==> src/rtl/icache_pkg.sv <==
// Shared definitions for the instruction cache: default geometry, FSM
// state encoding and the address-field width helpers.
package icache_pkg;

    localparam int DEF_DATA_WIDTH = 32;
    localparam int DEF_LINE_WORDS = 4;
    localparam int DEF_LINES      = 16;
    localparam int DEF_CNT_WIDTH  = 32;

    typedef enum logic [1:0] {
        IDLE    = 2'd0,
        REFILL  = 2'd1,
        RESPOND = 2'd2
    } state_t;

    // Tag width left over once the byte offset, word offset and index are removed.
    function automatic int tag_bits(input int data_width, input int off_bits, input int idx_bits);
        return data_width - 2 - off_bits - idx_bits;
    endfunction

endpackage

==> src/rtl/icache_if.sv <==
// Fetch-port, memory-read-bus, flush and perf-counter signals of the icache.
//
// Handshakes:
//  fetch : the core raises inst_req with inst_addr and holds both until the
//          one-cycle inst_valid pulse; inst_data is meaningful in that cycle
//          and holds its value afterwards.
//  memory: the cache raises mem_req with a word-aligned mem_addr and holds
//          both until memory answers with a one-cycle mem_valid/mem_rdata;
//          during a refill mem_req stays high across consecutive beats while
//          mem_addr advances by one word per accepted beat.
interface icache_if #(
    parameter int DATA_WIDTH = 32,
    parameter int CNT_WIDTH  = 32
);
    logic                  inst_req;
    logic [DATA_WIDTH-1:0] inst_addr;
    logic                  inst_valid;
    logic [DATA_WIDTH-1:0] inst_data;
    logic                  mem_req;
    logic [DATA_WIDTH-1:0] mem_addr;
    logic                  mem_valid;
    logic [DATA_WIDTH-1:0] mem_rdata;
    logic                  flush;
    logic [CNT_WIDTH-1:0]  hit_count;
    logic [CNT_WIDTH-1:0]  miss_count;

    // Cache side.
    modport slave (
        input  inst_req, inst_addr, mem_valid, mem_rdata, flush,
        output inst_valid, inst_data, mem_req, mem_addr, hit_count, miss_count
    );

    // Core / memory / environment side.
    modport master (
        output inst_req, inst_addr, mem_valid, mem_rdata, flush,
        input  inst_valid, inst_data, mem_req, mem_addr, hit_count, miss_count
    );
endinterface

==> src/rtl/icache_data_array.sv <==
// Line data storage: LINES x LINE_WORDS words, one synchronous write port
// addressed by (line, beat) and one combinational read port by (line, word).
module icache_data_array
    import icache_pkg::*;
#(
    parameter int DATA_WIDTH = DEF_DATA_WIDTH,
    parameter int LINE_WORDS = DEF_LINE_WORDS,
    parameter int LINES      = DEF_LINES
) (
    input  logic                          clk,
    input  logic                          we,
    input  logic [$clog2(LINES)-1:0]      widx,
    input  logic [$clog2(LINE_WORDS)-1:0] wbeat,
    input  logic [DATA_WIDTH-1:0]         wdata,
    input  logic [$clog2(LINES)-1:0]      ridx,
    input  logic [$clog2(LINE_WORDS)-1:0] rword,
    output logic [DATA_WIDTH-1:0]         rdata
);
    logic [DATA_WIDTH-1:0] mem [LINES*LINE_WORDS];

    // Refill beat write; storage is intentionally not reset.
    always_ff @(posedge clk) begin
        if (we) mem[{widx, wbeat}] <= wdata;
    end

    assign rdata = mem[{ridx, rword}];
endmodule

==> src/rtl/icache.sv <==
// Direct-mapped read-only instruction cache. Hits answer one cycle after
// acceptance; misses refill the whole line word by word, forward the
// requested word and then answer.
module icache
    import icache_pkg::*;
#(
    parameter int DATA_WIDTH = DEF_DATA_WIDTH,
    parameter int LINE_WORDS = DEF_LINE_WORDS,
    parameter int LINES      = DEF_LINES,
    parameter int CNT_WIDTH  = DEF_CNT_WIDTH
) (
    input  logic   clk,
    input  logic   rst,
    icache_if.slave bus,
    output state_t state_dbg
);
    localparam int OFF_BITS = $clog2(LINE_WORDS);
    localparam int IDX_BITS = $clog2(LINES);
    localparam int TAG_BITS = tag_bits(DATA_WIDTH, OFF_BITS, IDX_BITS);
    localparam logic [OFF_BITS-1:0] LAST_BEAT = OFF_BITS'(LINE_WORDS - 1);

    state_t state, state_nxt;

    logic [OFF_BITS-1:0]   req_word, lat_word, beat;
    logic [IDX_BITS-1:0]   req_idx, lat_idx;
    logic [TAG_BITS-1:0]   req_tag, lat_tag;
    logic [LINES-1:0]      valid_q;
    logic [TAG_BITS-1:0]   tag_q [LINES];
    logic                  flush_seen;
    logic                  hit, accept_hit, accept_miss, last_beat;
    logic [DATA_WIDTH-1:0] rd_data;
    logic                  unused_addr_bits;

    assign req_word = bus.inst_addr[OFF_BITS+1:2];
    assign req_idx  = bus.inst_addr[IDX_BITS+OFF_BITS+1:OFF_BITS+2];
    assign req_tag  = bus.inst_addr[DATA_WIDTH-1:IDX_BITS+OFF_BITS+2];
    assign hit      = valid_q[req_idx] && (tag_q[req_idx] == req_tag);
    assign unused_addr_bits = ^bus.inst_addr[1:0];

    assign bus.inst_valid = (state == RESPOND);
    assign state_dbg      = state;

    icache_data_array #(
        .DATA_WIDTH(DATA_WIDTH),
        .LINE_WORDS(LINE_WORDS),
        .LINES     (LINES)
    ) u_data (
        .clk  (clk),
        .we   (state == REFILL && bus.mem_valid),
        .widx (lat_idx),
        .wbeat(beat),
        .wdata(bus.mem_rdata),
        .ridx (req_idx),
        .rword(req_word),
        .rdata(rd_data)
    );

    // State register.
    always_ff @(posedge clk or posedge rst) begin
        if (rst) state <= IDLE;
        else     state <= state_nxt;
    end

    // Next state and the accept / last-beat strobes that drive the datapath.
    always_comb begin
        state_nxt   = state;
        accept_hit  = 1'b0;
        accept_miss = 1'b0;
        last_beat   = 1'b0;
        case (state)
            IDLE: begin
                if (bus.inst_req) begin
                    if (hit) begin
                        accept_hit = 1'b1;
                        state_nxt  = RESPOND;
                    end else begin
                        accept_miss = 1'b1;
                        state_nxt   = REFILL;
                    end
                end
            end
            REFILL: begin
                if (bus.mem_valid && beat == LAST_BEAT) begin
                    last_beat = 1'b1;
                    state_nxt = RESPOND;
                end
            end
            RESPOND: state_nxt = IDLE;
            default: state_nxt = IDLE;
        endcase
    end

    // Request latching, memory bus sequencing and returned-word capture.
    always_ff @(posedge clk or posedge rst) begin
        if (rst) begin
            bus.inst_data <= '0;
            bus.mem_req   <= 1'b0;
            bus.mem_addr  <= '0;
            lat_word      <= '0;
            lat_idx       <= '0;
            lat_tag       <= '0;
            beat          <= '0;
            flush_seen    <= 1'b0;
        end else begin
            if (accept_hit) bus.inst_data <= rd_data;
            if (accept_miss) begin
                lat_word     <= req_word;
                lat_idx      <= req_idx;
                lat_tag      <= req_tag;
                beat         <= '0;
                flush_seen   <= 1'b0;
                bus.mem_req  <= 1'b1;
                bus.mem_addr <= {bus.inst_addr[DATA_WIDTH-1:OFF_BITS+2], {(OFF_BITS+2){1'b0}}};
            end
            if (state == REFILL && bus.mem_valid) begin
                // The requested word is forwarded straight from the bus.
                if (beat == lat_word) bus.inst_data <= bus.mem_rdata;
                if (last_beat) begin
                    bus.mem_req <= 1'b0;
                end else begin
                    beat         <= beat + 1'b1;
                    bus.mem_addr <= bus.mem_addr + DATA_WIDTH'(4);
                end
            end
            if (state == REFILL && bus.flush) flush_seen <= 1'b1;
        end
    end

    // Valid bits: flush wins; a refill disturbed by a flush leaves its line invalid.
    always_ff @(posedge clk or posedge rst) begin
        if (rst) begin
            valid_q <= '0;
        end else if (bus.flush) begin
            valid_q <= '0;
        end else if (last_beat && !flush_seen) begin
            valid_q[lat_idx] <= 1'b1;
        end
    end

    // Tag written when the line's last beat arrives; tags are not reset.
    always_ff @(posedge clk) begin
        if (last_beat) tag_q[lat_idx] <= lat_tag;
    end

    // Hit / miss performance counters, wrapping naturally.
    always_ff @(posedge clk or posedge rst) begin
        if (rst) begin
            bus.hit_count  <= '0;
            bus.miss_count <= '0;
        end else begin
            if (accept_hit)  bus.hit_count  <= bus.hit_count + CNT_WIDTH'(1);
            if (accept_miss) bus.miss_count <= bus.miss_count + CNT_WIDTH'(1);
        end
    end
endmodule
==> src/flat_wrapper.sv <==
// flat-port wrapper written by rule: the top's interface ports become plain ports
module icache_flat import icache_pkg::*;
#(
    parameter int DATA_WIDTH = DEF_DATA_WIDTH,
    parameter int LINE_WORDS = DEF_LINE_WORDS,
    parameter int LINES      = DEF_LINES,
    parameter int CNT_WIDTH  = DEF_CNT_WIDTH
)
  (clk, rst, state_dbg, bus_inst_req, bus_inst_addr, bus_mem_valid, bus_mem_rdata, bus_flush, bus_inst_valid, bus_inst_data, bus_mem_req, bus_mem_addr, bus_hit_count, bus_miss_count);
  icache_if #(.DATA_WIDTH(DATA_WIDTH), .CNT_WIDTH(CNT_WIDTH)) bus_i ();
  input  logic clk;
  input  logic rst;
  output state_t state_dbg;
  input wire logic [$bits(bus_i.inst_req)-1:0] bus_inst_req;
  input wire logic [$bits(bus_i.inst_addr)-1:0] bus_inst_addr;
  input wire logic [$bits(bus_i.mem_valid)-1:0] bus_mem_valid;
  input wire logic [$bits(bus_i.mem_rdata)-1:0] bus_mem_rdata;
  input wire logic [$bits(bus_i.flush)-1:0] bus_flush;
  output wire logic [$bits(bus_i.inst_valid)-1:0] bus_inst_valid;
  output wire logic [$bits(bus_i.inst_data)-1:0] bus_inst_data;
  output wire logic [$bits(bus_i.mem_req)-1:0] bus_mem_req;
  output wire logic [$bits(bus_i.mem_addr)-1:0] bus_mem_addr;
  output wire logic [$bits(bus_i.hit_count)-1:0] bus_hit_count;
  output wire logic [$bits(bus_i.miss_count)-1:0] bus_miss_count;
  assign bus_i.inst_req = bus_inst_req;
  assign bus_i.inst_addr = bus_inst_addr;
  assign bus_i.mem_valid = bus_mem_valid;
  assign bus_i.mem_rdata = bus_mem_rdata;
  assign bus_i.flush = bus_flush;
  assign bus_inst_valid = bus_i.inst_valid;
  assign bus_inst_data = bus_i.inst_data;
  assign bus_mem_req = bus_i.mem_req;
  assign bus_mem_addr = bus_i.mem_addr;
  assign bus_hit_count = bus_i.hit_count;
  assign bus_miss_count = bus_i.miss_count;
  icache #(.DATA_WIDTH(DATA_WIDTH), .LINE_WORDS(LINE_WORDS), .LINES(LINES), .CNT_WIDTH(CNT_WIDTH)) u_core (.clk(clk), .rst(rst), .bus(bus_i), .state_dbg(state_dbg));
endmodule
==> config.mk <==
export PLATFORM = sky130hd
export DESIGN_NAME = icache_flat
export DESIGN_NICKNAME = d
export VERILOG_FILES = /design/src/rtl/icache_pkg.sv /design/src/rtl/icache_if.sv /design/src/rtl/icache_data_array.sv /design/src/rtl/icache.sv /design/src/flat_wrapper.sv
export SDC_FILE = /design/constraint.sdc
export NUM_CORES = 2
export LEC_CHECK = 0
export CAP_MARGIN = 20
export CORE_MARGIN = 8
export CORE_UTILIZATION = 60
export DETAILED_ROUTE_END_ITERATION = 10
export PLACE_DENSITY = 0.77
export SLEW_MARGIN = 20
export SYNTH_ARGS = -nofsm -noshare
export SYNTH_HDL_FRONTEND = slang
export SYNTH_SLANG_ARGS = --single-unit
==> constraint.sdc <==
create_clock -name clk -period 15.45 [get_ports clk]
set_clock_uncertainty 0.05 [all_clocks]
set_input_delay 4.635 -clock clk [delete_from_list [all_inputs] [get_ports clk]]
set_output_delay 4.635 -clock clk [all_outputs]
set_load 0.02 [all_outputs]
==> flow_metrics.py <==
metrics = {
    "floorplanning": {
        "die_h_um": 427,
        "pin_count": 201,
        "die_x_um": 427,
        "num_rows": 151,
        "die_area_um2": 183000,
        "core_um2": 169000,
        "initial_core_util_pct": 60.2,
    },
    "sta": {
        "worstMarginPinSlew_ns": 1.16,
        "finalSetupViolCount": 0,
        "fin_hold_ws_ns": 0.412,
        "relSlewSlack_pct": 22.5,
        "fmax_ghz": 0.111,
        "min_period_ns": 9.04,
        "drv_slew": 0,
        "rsz0062_at_grt": "no",
        "fin_crit_sh_pct": 58.5,
        "hold_violations": 0,
        "fin_tns_setup_ns": 0,
    },
    "synthesis": {
        "ys_seq_area_share_pct": 76.4,
        "syn_nets": 4577,
        "synth_top_family_by_area": "multiplexers",
        "syn_area_per_cell_um2": 22.5,
        "synth_area_leaders": "edfxtp_1, mux4_2, dfrtp_1",
        "synthArstFlopShare_pct": 6.89,
        "synth_fa_ha_area_share_pct": 0.0493,
        "synth.top_cells.by_count": "edfxtp_1, mux4_2, dfrtp_1, clkbuf_1, nor2_1",
        "synth_most_common_cell": "edfxtp_1",
        "synth_compound_area_share_pct": 1.28,
        "synth_seq_cells": 2612,
        "synth_warnings": 0,
        "synth_top_area_share_pct": 71.9,
        "synth_xor_area_share_pct": 0.889,
        "synth-edff-count": 2432,
        "synthSimpleGateAreaFrac_pct": 2.44,
        "yosys.area.top_type": "edfxtp_1",
        "netlist_area_um2": 102000,
        "synthCells": 4504,
        "synth.distinct_cells": 69,
        "ys.flop_type": "edfxtp_1",
        "synthMuxAreaShare_pct": 17.8,
    },
    "worst_hold_path": {
        "worstHoldEndpoint": "u_core.bus.miss_count[31]",
        "hp-start": "u_core.bus.miss_count[31]",
        "min_path_type": "flip-flop to flip-flop",
        "hold_depth": 1,
    },
    "global_route": {
        "grt_pass1_vias": 51200,
        "antenna_found_initial": 21,
        "grt_usage_pct": 28.2,
        "grt_max_degree": 141,
        "grt_overflow_total": 0,
        "grt_first_pass_wirelength_um": 367000,
    },
    "worst_setup_path": {
        "slowest_stage": "buf_4",
        "r2r_cells": 10,
        "crit_family": "buffers and inverters",
        "worstSetupStartpointType": "primary input",
        "critical_path_class": "primary input to flip-flop",
        "crit_path_max_fanout": 81,
        "arrival_ns": 9.72,
        "cp_cell_sequence": "buf_8, buf_4, mux4_2, mux4_2, o21ai_1, a2111oi_0, nand4_1, or4_4, buf_4, nor3b_1, a221o_1",
        "reg2reg_from": "u_core.tag_q[7][15]",
        "r2r-end": "u_core.bus.inst_data[8]",
        "endpoint_kind": "flip-flop",
        "critPathRequiredTime_ns": 16.14,
        "ff2ff_setup_slack_ns": 11.14,
        "slowest_delay_ns": 0.90,
        "crit_buf_inv": 3,
    },
    "clocking": {
        "cts_post_setup_buffers_inserted": 0,
        "holdBufCountCts": 0,
        "clock_sinks": 2612,
        "clk_pin_slew_ns": 0.06,
        "clockRootBuffer": "clkbuf_16",
        "tritoncts": "built",
        "postCtsResizedCells": 0,
        "h-tree-depth": 4,
        "insertion_delay_ns": 0.88,
        "clk_path_buf_depth": 3,
        "cts_buffers": 241,
    },
    "power": {
        "p_sw_mw": 3.91,
        "power_switching_share_pct": 24.3,
        "clkPwrFrac_pct": 37.4,
        "ir_drop_mv": 0.114,
        "seqPwrFrac_pct": 52.8,
        "p_int_mw": 12.2,
        "power_density_nw_per_um2": 140,
        "p_leak_nw": 36.6,
        "power_frac_comb_pct": 9.8,
    },
    "detailed_routing": {
        "drt_iter0_markers": 7306,
        "viasPerCell": 7.00,
        "drc": 0,
        "vias": 50700,
        "ant_nets": 0,
        "dr.pass1.iters": 5,
        "wirelength_um": 258000,
        "wire_per_inst_um": 35.7,
    },
    "placed_design": {
        "port_buffers": 198,
        "dp_hpwl_um": 132000,
        "gp_congestion": 0.815,
    },
    "cells_and_area": {
        "syn_to_final_growth_pct": 13.1,
        "post-route-util_pct": 68.0,
        "final_nets": 4884,
        "layout-drive-gt1-share_pct": 27.2,
        "fillers": 9772,
    },
    "run": {
        "cap_violations": 0,
    },
    "outcome": {
        "outcome": "completed",
    },
}
[power by group through the flow]
stage,Sequential (mW),Clock (mW),Combinational (mW)
2_1_floorplan,8.57,0,0.788
3_3_place_gp,8.58,0,1.50
3_5_place_dp,8.61,0,1.54
4_1_cts,8.48,6.06,1.57
5_1_grt,8.51,6.31,1.65
6_report,8.48,6.01,1.58
[placed cells by master (no fill, tap or decap), types with 15 or more instances in the layout]
master | netlist | layout
edfxtp_1 | 2432 | 2432
mux4_2 | 757 | 757
clkbuf_16 | 0 | 245
dfrtp_1 | 180 | 180
clkdlybuf4s50_1 | 0 | 160
buf_4 | 5 | 124
nor2_4 | 0 | 81
nor2_1 | 159 | 78
mux2i_1 | 69 | 69
xor2_1 | 64 | 64
nand2_1 | 64 | 64
clkbuf_1 | 163 | 48
nand3_1 | 47 | 47
clkinv_1 | 1 | 46
clkinv_2 | 0 | 42
nor2b_1 | 41 | 41
xnor2_1 | 39 | 39
a21oi_1 | 37 | 37
nor3_1 | 36 | 34
nor3b_1 | 34 | 34
a221o_1 | 33 | 33
mux2_1 | 30 | 30
bufinv_16 | 0 | 25
nand4_1 | 24 | 24
inv_1 | 20 | 17
and3_1 | 15 | 15
clkbuf_8 | 0 | 15
[through the flow]
step / setup WS, ns / std cells / power (mW) / area (um^2)
floorplan: 5.88 / 4504 / 9.36 / 102000
global placement: 5.62 / 6776 / 10.1 / 107000
detailed placement: 5.53 / 6778 / 10.2 / 107000
CTS: 6.45 / 7227 / 16.1 / 115000
global route: 6.28 / 7238 / 16.5 / 115000
finish: 6.41 / 7240 / 16.1 / 115000
[registers in the layout, summed over array words and instances, names as in the netlist]
signal and flops:
u_core.tag_q 384, u_core.bus.mem_req 1, u_core.bus.miss_count 32, u_core.bus.mem_addr 32, u_core.bus.inst_data 32, u_core.u_data.mem 2048, u_core.state_dbg 2, u_core.lat_word 2
u_core.lat_tag 24, u_core.flush_seen 1, u_core.valid_q 16, u_core.beat 2, u_core.bus.hit_count 32, u_core.lat_idx 4
[metal layers]
metal | global-route usage (%) | wire, um | vias up
met2 | 45.8 | 127000 | 3649
met4 | 11.3 | 11100 | 10
met5 | 0 | 63 | -
met1 | 38.0 | 91500 | 26800
li1 | - | - | 19600
met3 | 6.09 | 28400 | 598
[worst max path at each step]
| stage | from | end | slack [ns] | cells after the start |
|---|---|---|---|---|
| after floorplan | rst | u_core.beat[0] | 5.88 | 1 |
| after global placement | bus_inst_addr[4] | u_core.bus.inst_data[10] | 5.62 | 11 |
| after detailed placement | bus_inst_addr[4] | u_core.bus.inst_data[21] | 5.53 | 11 |
| after CTS | bus_inst_addr[4] | u_core.bus.inst_data[1] | 6.45 | 11 |
| after global routing | bus_inst_addr[4] | u_core.bus.inst_data[8] | 6.28 | 11 |
| final | bus_inst_addr[4] | u_core.bus.inst_data[1] | 6.41 | 11 |
[final cells by class]
| type | count | area, um^2 | share of cell area, % |
|---|---|---|---|
| Multi-Input combinational cell | 1622 | 23500 | 20.4 |
| Clock buffer | 308 | 6520 | 5.68 |
| Clock inverter | 141 | 1480 | 1.29 |
| Tap cell | 2218 | 2780 | 2.42 |
| Inverter | 21 | 95.1 | 0.0829 |
| Timing Repair Buffer | 313 | 2900 | 2.52 |
| Sequential cell | 2612 | 77500 | 67.6 |
| Antenna cell | 5 | 12.5 | 0.0109 |
[logic make-up after synthesis]
family | after synthesis
and+or+nand+nor | 484
buffers and inverters | 270
xor gates and xnor gates | 103
muxes | 859
DFF | 2612
adders and majority gates | 4
AOI/OAI and AO/OA | 172
(Power assumes the default switching activity.)
